--- config.mk ---
export PLATFORM = sky130hd
export DESIGN_NAME = button_event_gen_flat
export DESIGN_NICKNAME = d
export VERILOG_FILES = /design/src/rtl/button_event_gen_if.sv /design/src/rtl/button_event_gen.sv /design/src/flat_wrapper.sv
export SDC_FILE = /design/constraint.sdc
export NUM_CORES = 1
export LEC_CHECK = 0
export ABC_AREA = 1
export CORE_UTILIZATION = 40
export CTS_CLUSTER_DIAMETER = 120
export DETAILED_ROUTE_END_ITERATION = 12
export PLACE_DENSITY = 0.54
export SYNTH_ARGS = -nofsm -noshare
export SYNTH_HDL_FRONTEND = slang
export SYNTH_SLANG_ARGS = --single-unit
--- constraint.sdc ---
create_clock -name clk -period 1.6 [get_ports clk]
set_clock_uncertainty 0.15 [all_clocks]
set_input_delay 0.24 -clock clk [delete_from_list [all_inputs] [get_ports clk]]
set_output_delay 0.24 -clock clk [all_outputs]
set_load 0.005 [all_outputs]
--- src/rtl/button_event_gen_if.sv ---
// Button/event bus between the board-facing front-end and the menu consumers.
// The slave modport is the button_event_gen side. The master modport is the consumer/board side.
interface button_event_gen_if;
    logic [3:0] btn_n;
    logic [3:0] btn_level;
    logic [3:0] btn_press;
    logic       ev_valid;
    logic [1:0] ev_code;
    logic       ev_ack;
    logic       ev_overrun;

    modport slave (
        input  btn_n,
        input  ev_ack,
        output btn_level,
        output btn_press,
        output ev_valid,
        output ev_code,
        output ev_overrun
    );

    modport master (
        output btn_n,
        output ev_ack,
        input  btn_level,
        input  btn_press,
        input  ev_valid,
        input  ev_code,
        input  ev_overrun
    );
endinterface

--- src/rtl/button_event_gen.sv ---
// Synchronise, debounce and edge-detect four active-low buttons, then latch one event for a
// valid/ack consumer. Optional AD/AT auto-repeat is enabled by defining AUTO_REPEAT_EN.
module button_event_gen #(
    parameter int unsigned DEB_CYCLES   = 48000,
    parameter int unsigned DEB_W        = 16,
    parameter int unsigned REPEAT_DELAY = 8000000,
    parameter int unsigned REPEAT_RATE  = 3200000,
    parameter int unsigned REP_W        = 24
) (
    input  logic               clk,
    input  logic               reset,
    button_event_gen_if.slave  bus
);

    localparam logic [DEB_W-1:0] DebMax = DEB_W'(DEB_CYCLES - 1);

    typedef enum logic {StIdle, StHold} state_e;

    logic [3:0]       sync1_q, sync2_q, s;
    logic [DEB_W-1:0] cnt_q [4];
    logic [DEB_W-1:0] cnt_d [4];
    logic [3:0]       level_q, level_d, press_q, press_d, rise;
    state_e           state_q, state_d;
    logic [1:0]       code_q, code_d, win_code;
    logic             ovr_q, ovr_d, any_press, multi_press;

    always_comb begin
        s       = ~sync2_q;
        level_d = level_q;
        rise    = 4'b0000;
        for (int i = 0; i < 4; i++) begin
            cnt_d[i] = '0;
            if (s[i] != level_q[i]) begin
                if (cnt_q[i] == DebMax) begin
                    level_d[i] = ~level_q[i];
                    rise[i]    = ~level_q[i];
                end else begin
                    cnt_d[i] = cnt_q[i] + 1'b1;
                end
            end
        end
    end

`ifdef AUTO_REPEAT_EN
    localparam logic [REP_W-1:0] RepDelayMax = REP_W'(REPEAT_DELAY - 1);
    localparam logic [REP_W-1:0] RepRateMax  = REP_W'(REPEAT_RATE - 1);

    logic [REP_W-1:0] rep_cnt_q [2];
    logic [REP_W-1:0] rep_cnt_d [2];
    logic [1:0]       rep_seen_q, rep_seen_d, rep_fire;

    // Counter runs only while the level stays high; a falling edge this cycle never fires.
    always_comb begin
        rep_fire   = 2'b00;
        rep_seen_d = 2'b00;
        for (int i = 0; i < 2; i++) begin
            rep_cnt_d[i] = '0;
            if (level_q[i] && level_d[i]) begin
                if (rep_cnt_q[i] == (rep_seen_q[i] ? RepRateMax : RepDelayMax)) begin
                    rep_fire[i]   = 1'b1;
                    rep_seen_d[i] = 1'b1;
                end else begin
                    rep_cnt_d[i]  = rep_cnt_q[i] + 1'b1;
                    rep_seen_d[i] = rep_seen_q[i];
                end
            end
        end
    end

    always_ff @(posedge clk) begin
        if (reset) begin
            rep_cnt_q[0] <= '0;
            rep_cnt_q[1] <= '0;
            rep_seen_q   <= 2'b00;
        end else begin
            rep_cnt_q[0] <= rep_cnt_d[0];
            rep_cnt_q[1] <= rep_cnt_d[1];
            rep_seen_q   <= rep_seen_d;
        end
    end

    assign press_d = rise | {2'b00, rep_fire};
`else
    logic [REP_W-1:0] unused_rep_cfg;
    assign unused_rep_cfg = REP_W'(REPEAT_DELAY ^ REPEAT_RATE);
    assign press_d        = rise;
`endif

    always_comb begin
        any_press   = |press_q;
        multi_press = (press_q & (press_q - 4'd1)) != 4'd0;
        if (press_q[3])      win_code = 2'd3;
        else if (press_q[2]) win_code = 2'd2;
        else if (press_q[1]) win_code = 2'd1;
        else                 win_code = 2'd0;

        state_d = state_q;
        code_d  = code_q;
        ovr_d   = ovr_q;
        unique case (state_q)
            StIdle: begin
                if (any_press) begin
                    state_d = StHold;
                    code_d  = win_code;
                    ovr_d   = ovr_q | multi_press;
                end
            end
            StHold: begin
                if (bus.ev_ack) begin
                    if (any_press) begin
                        code_d = win_code;
                        ovr_d  = multi_press;
                    end else begin
                        state_d = StIdle;
                        ovr_d   = 1'b0;
                    end
                end else if (any_press) begin
                    ovr_d = 1'b1;
                end
            end
            default: state_d = StIdle;
        endcase
    end

    always_ff @(posedge clk) begin
        if (reset) begin
            sync1_q <= 4'b1111;
            sync2_q <= 4'b1111;
            for (int i = 0; i < 4; i++) cnt_q[i] <= '0;
            level_q <= 4'b0000;
            press_q <= 4'b0000;
            state_q <= StIdle;
            code_q  <= 2'd0;
            ovr_q   <= 1'b0;
        end else begin
            sync1_q <= bus.btn_n;
            sync2_q <= sync1_q;
            for (int i = 0; i < 4; i++) cnt_q[i] <= cnt_d[i];
            level_q <= level_d;
            press_q <= press_d;
            state_q <= state_d;
            code_q  <= code_d;
            ovr_q   <= ovr_d;
        end
    end

    assign bus.btn_level  = level_q;
    assign bus.btn_press  = press_q;
    assign bus.ev_valid   = (state_q == StHold);
    assign bus.ev_code    = code_q;
    assign bus.ev_overrun = ovr_q;

endmodule
--- src/flat_wrapper.sv ---
// flat-port wrapper written by rule: the top's interface ports become plain ports
module button_event_gen_flat 
#(
    parameter int unsigned DEB_CYCLES   = 48000,
    parameter int unsigned DEB_W        = 16,
    parameter int unsigned REPEAT_DELAY = 8000000,
    parameter int unsigned REPEAT_RATE  = 3200000,
    parameter int unsigned REP_W        = 24
)
  (clk, reset, bus_btn_n, bus_ev_ack, bus_btn_level, bus_btn_press, bus_ev_valid, bus_ev_code, bus_ev_overrun);
  button_event_gen_if bus_i ();
  input  logic clk;
  input  logic reset;
  input wire logic [$bits(bus_i.btn_n)-1:0] bus_btn_n;
  input wire logic [$bits(bus_i.ev_ack)-1:0] bus_ev_ack;
  output wire logic [$bits(bus_i.btn_level)-1:0] bus_btn_level;
  output wire logic [$bits(bus_i.btn_press)-1:0] bus_btn_press;
  output wire logic [$bits(bus_i.ev_valid)-1:0] bus_ev_valid;
  output wire logic [$bits(bus_i.ev_code)-1:0] bus_ev_code;
  output wire logic [$bits(bus_i.ev_overrun)-1:0] bus_ev_overrun;
  assign bus_i.btn_n = bus_btn_n;
  assign bus_i.ev_ack = bus_ev_ack;
  assign bus_btn_level = bus_i.btn_level;
  assign bus_btn_press = bus_i.btn_press;
  assign bus_ev_valid = bus_i.ev_valid;
  assign bus_ev_code = bus_i.ev_code;
  assign bus_ev_overrun = bus_i.ev_overrun;
  button_event_gen #(.DEB_CYCLES(DEB_CYCLES), .DEB_W(DEB_W), .REPEAT_DELAY(REPEAT_DELAY), .REPEAT_RATE(REPEAT_RATE), .REP_W(REP_W)) u_core (.clk(clk), .reset(reset), .bus(bus_i));
endmodule
==> flow_summary.ini <==
[status]
status = finished, final reports clean

[sta]
rsz0062_at_grt = yes
finalSetupViolations = 0
timing.final.crit_share_pct = 93.7
hold_viol_final = 0
finalWorstSetupSlack_ps = 101
tns_ps = 0
fin_crit_ps = 1500
final-max-slew-violation-count = 0
max-slew-margin-rel_pct = 78.5
max_freq_mhz = 667
tightest_slew_ps = 320

[cts]
cts.sinks = 84
cts-root-buf = clkbuf_8
clockBufferDepth = 2
cts_tree = done
htree_levels = 3
cts_buffers = 9
cts.reportedPaths.clkPinSlew_ps = 80
cts_hold_buf = 0
insertion_delay_ps = 360

[critical_path]
start_kind = flip-flop
endpoint_kind = flip-flop
worst-setup-path-type = flip-flop to flip-flop
required_ps = 1710
critPathMaxStageDelay_ps = 370
worstPathCellList = ha_4 -> nand3_2 -> buf_6 -> nor2_4 -> nand2_2 -> xor2_1 -> nor2_1
crit_family = simple AND/OR/NAND/NOR gates
arrival_ps = 1610
crit_fanout = 8
cp_num_buf_inv = 1
cp_slowest_cell = dfxtp_4

[cells_and_area]
final_area_um2 = 5180
n_antenna_cell = 0
final_nets = 725
final_common_cell = nand2_1
syn2layout_area_growth_pct = 19.9
mostFrequentLayoutCells = 162 x nand2_1, 121 x nor2_1, 108 x inv_1
drive_above_1_share_pct = 14.6
final_cells = 855

[grt]
grt_pass1_wl_um = 16200
grt_max_degree = 15
grt_pass1_vias = 3648
antenna_found_initial = 0
grt_usage_pct = 18.1
overflow = 0

[die]
die_area_um2 = 11200
io_pins = 19
num_rows = 37
die_w_um = 106
start_util_pct = 41.5
dieHeight_um = 106
core-area_um2 = 10400

[yosys]
ys_seq_elements = 84
netlist_area_um2 = 4320
synth_nets = 672
yosys_warnings = 0
synthDistinctLibCells = 25
yosysSeqAreaShare_pct = 38.9
synth_cells = 661
synth_area_per_cell_um2 = 6.54

[detailed_routing]
ant_nets = 0
vias_per_cell = 4.62
avgRoutedWirePerCell_um = 10.8
route.detailed.drc = 0
postRouteWirelength_um = 9260
num_vias = 3946
drt_iter0_drc = 157
firstDrtPassIters = 4

[power]
sequentialPowerShare_pct = 55.8
p_int_uw = 2950
combinationalPowerShare_pct = 2.6
p_switching_uw = 805
power.leakage_uw = 0.00225
clockPowerShare_pct = 41.7
peakVddDrop_mv = 0.477
power_density_nw_per_um2 = 726
p_sw_share_pct = 21.4

[placement]
portBuffers = 18
place_ws_ps = -69.1
dp_cells = 831
gp_congestion = 0.819
placed_cell_area_um2 = 4830
dp_hpwl_um = 7120

[min_path]
hp-class = flip-flop to flip-flop

[job]
max_cap_violations = 0
[synth_stat cells (all sizes together)]
cell type | count | area share (%)
or2 | 10 | 1.4
nor3 | 10 | 1.2
nand2 | 169 | 15
nand3b | 2 | 0.35
a21oi | 21 | 2.7
inv | 111 | 9.6
xnor2 | 10 | 2.0
nand4 | 25 | 3.6
nor2 | 134 | 12
xor2 | 13 | 2.6
dfxtp | 84 | 39
o21ai | 8 | 0.93
nand3 | 54 | 6.5
ha | 4 | 1.2
clkbuf | 1 | 0.087
buf | 5 | 1.3
[power groups by stage]
| stage | clock network (µW) | registers (µW) | logic, µW |
|---|---|---|---|
| global route | 1730 | 2100 | 108 |
| CTS | 1640 | 2100 | 93.7 |
| global placement | 0 | 2160 | 92.3 |
| floorplan | 0 | 2150 | 47.0 |
| detailed placement | 0 | 2160 | 93.4 |
| finish | 1570 | 2100 | 96.9 |
[final cells by class]
type	instances	area, µm²
fillers	1061	5240
multi-input cells	460	2230
flip-flops and latches	84	1720
repair buffers	48	444
inverters	111	417
well taps	136	170
clock buffers	13	159
clock inverters	3	43.8
[cell families (layout without fill, tap and decap cells)]
| logic type | after synthesis | after routing | share of synthesized area (%) |
|---|---|---|---|
| simple gates | 404 | 404 | 40.6 |
| buf+inv | 117 | 175 | 11.0 |
| flops | 84 | 84 | 38.9 |
| compound gates | 29 | 29 | 3.62 |
| xor+xnor | 23 | 23 | 4.66 |
| fa+ha+maj | 4 | 4 | 1.16 |
[registers in the layout, summed over array words and instances (netlist names)]
signal / flops
u_core.bus.ev_code: 2
u_core.sync2_q: 4
u_core.bus.ev_overrun: 1
u_core.sync1_q: 4
u_core.bus.ev_valid: 1
u_core.bus.btn_press: 4
u_core.cnt_q: 64
u_core.bus.btn_level: 4
[through the flow]
step	hold slack, ps	total power (µW)	utilization [%]
after floorplan	194	2200	-
after global placement	251	2250	46.3
after detailed placement	250	2250	46.3
after CTS	262	3830	48.8
after global routing	278	3930	49.7
final	266	3760	49.7
[per-layer routing]
metal  GRT usage [%]  wire length (µm)  vias up
met5               0                 0        -
met1            24.3              4660     1744
met4            8.63               182        0
met2            28.2              4110       52
met3            3.25               303       10
li1                -                 -     2140
[worst paths after layout]
check | startpoint | end | slack, ps | cells past startpoint
hold / removal | u_core.sync1_q[3] | u_core.sync2_q[3] | 270 | 1
setup reg to reg | u_core.cnt_q[1][0] | u_core.cnt_q[1][8] | 100 | 7
hold reg to reg | u_core.sync1_q[3] | u_core.sync2_q[3] | 270 | 1
setup / recovery | u_core.cnt_q[1][0] | u_core.cnt_q[1][8] | 100 | 7
[repair_timing]
item	in CTS	in global routing
pin swaps	0	5
endpoints found under the setup margin	12	54
resized for setup	28	25
buffers inserted	6	2
(Power assumes the default switching activity.)
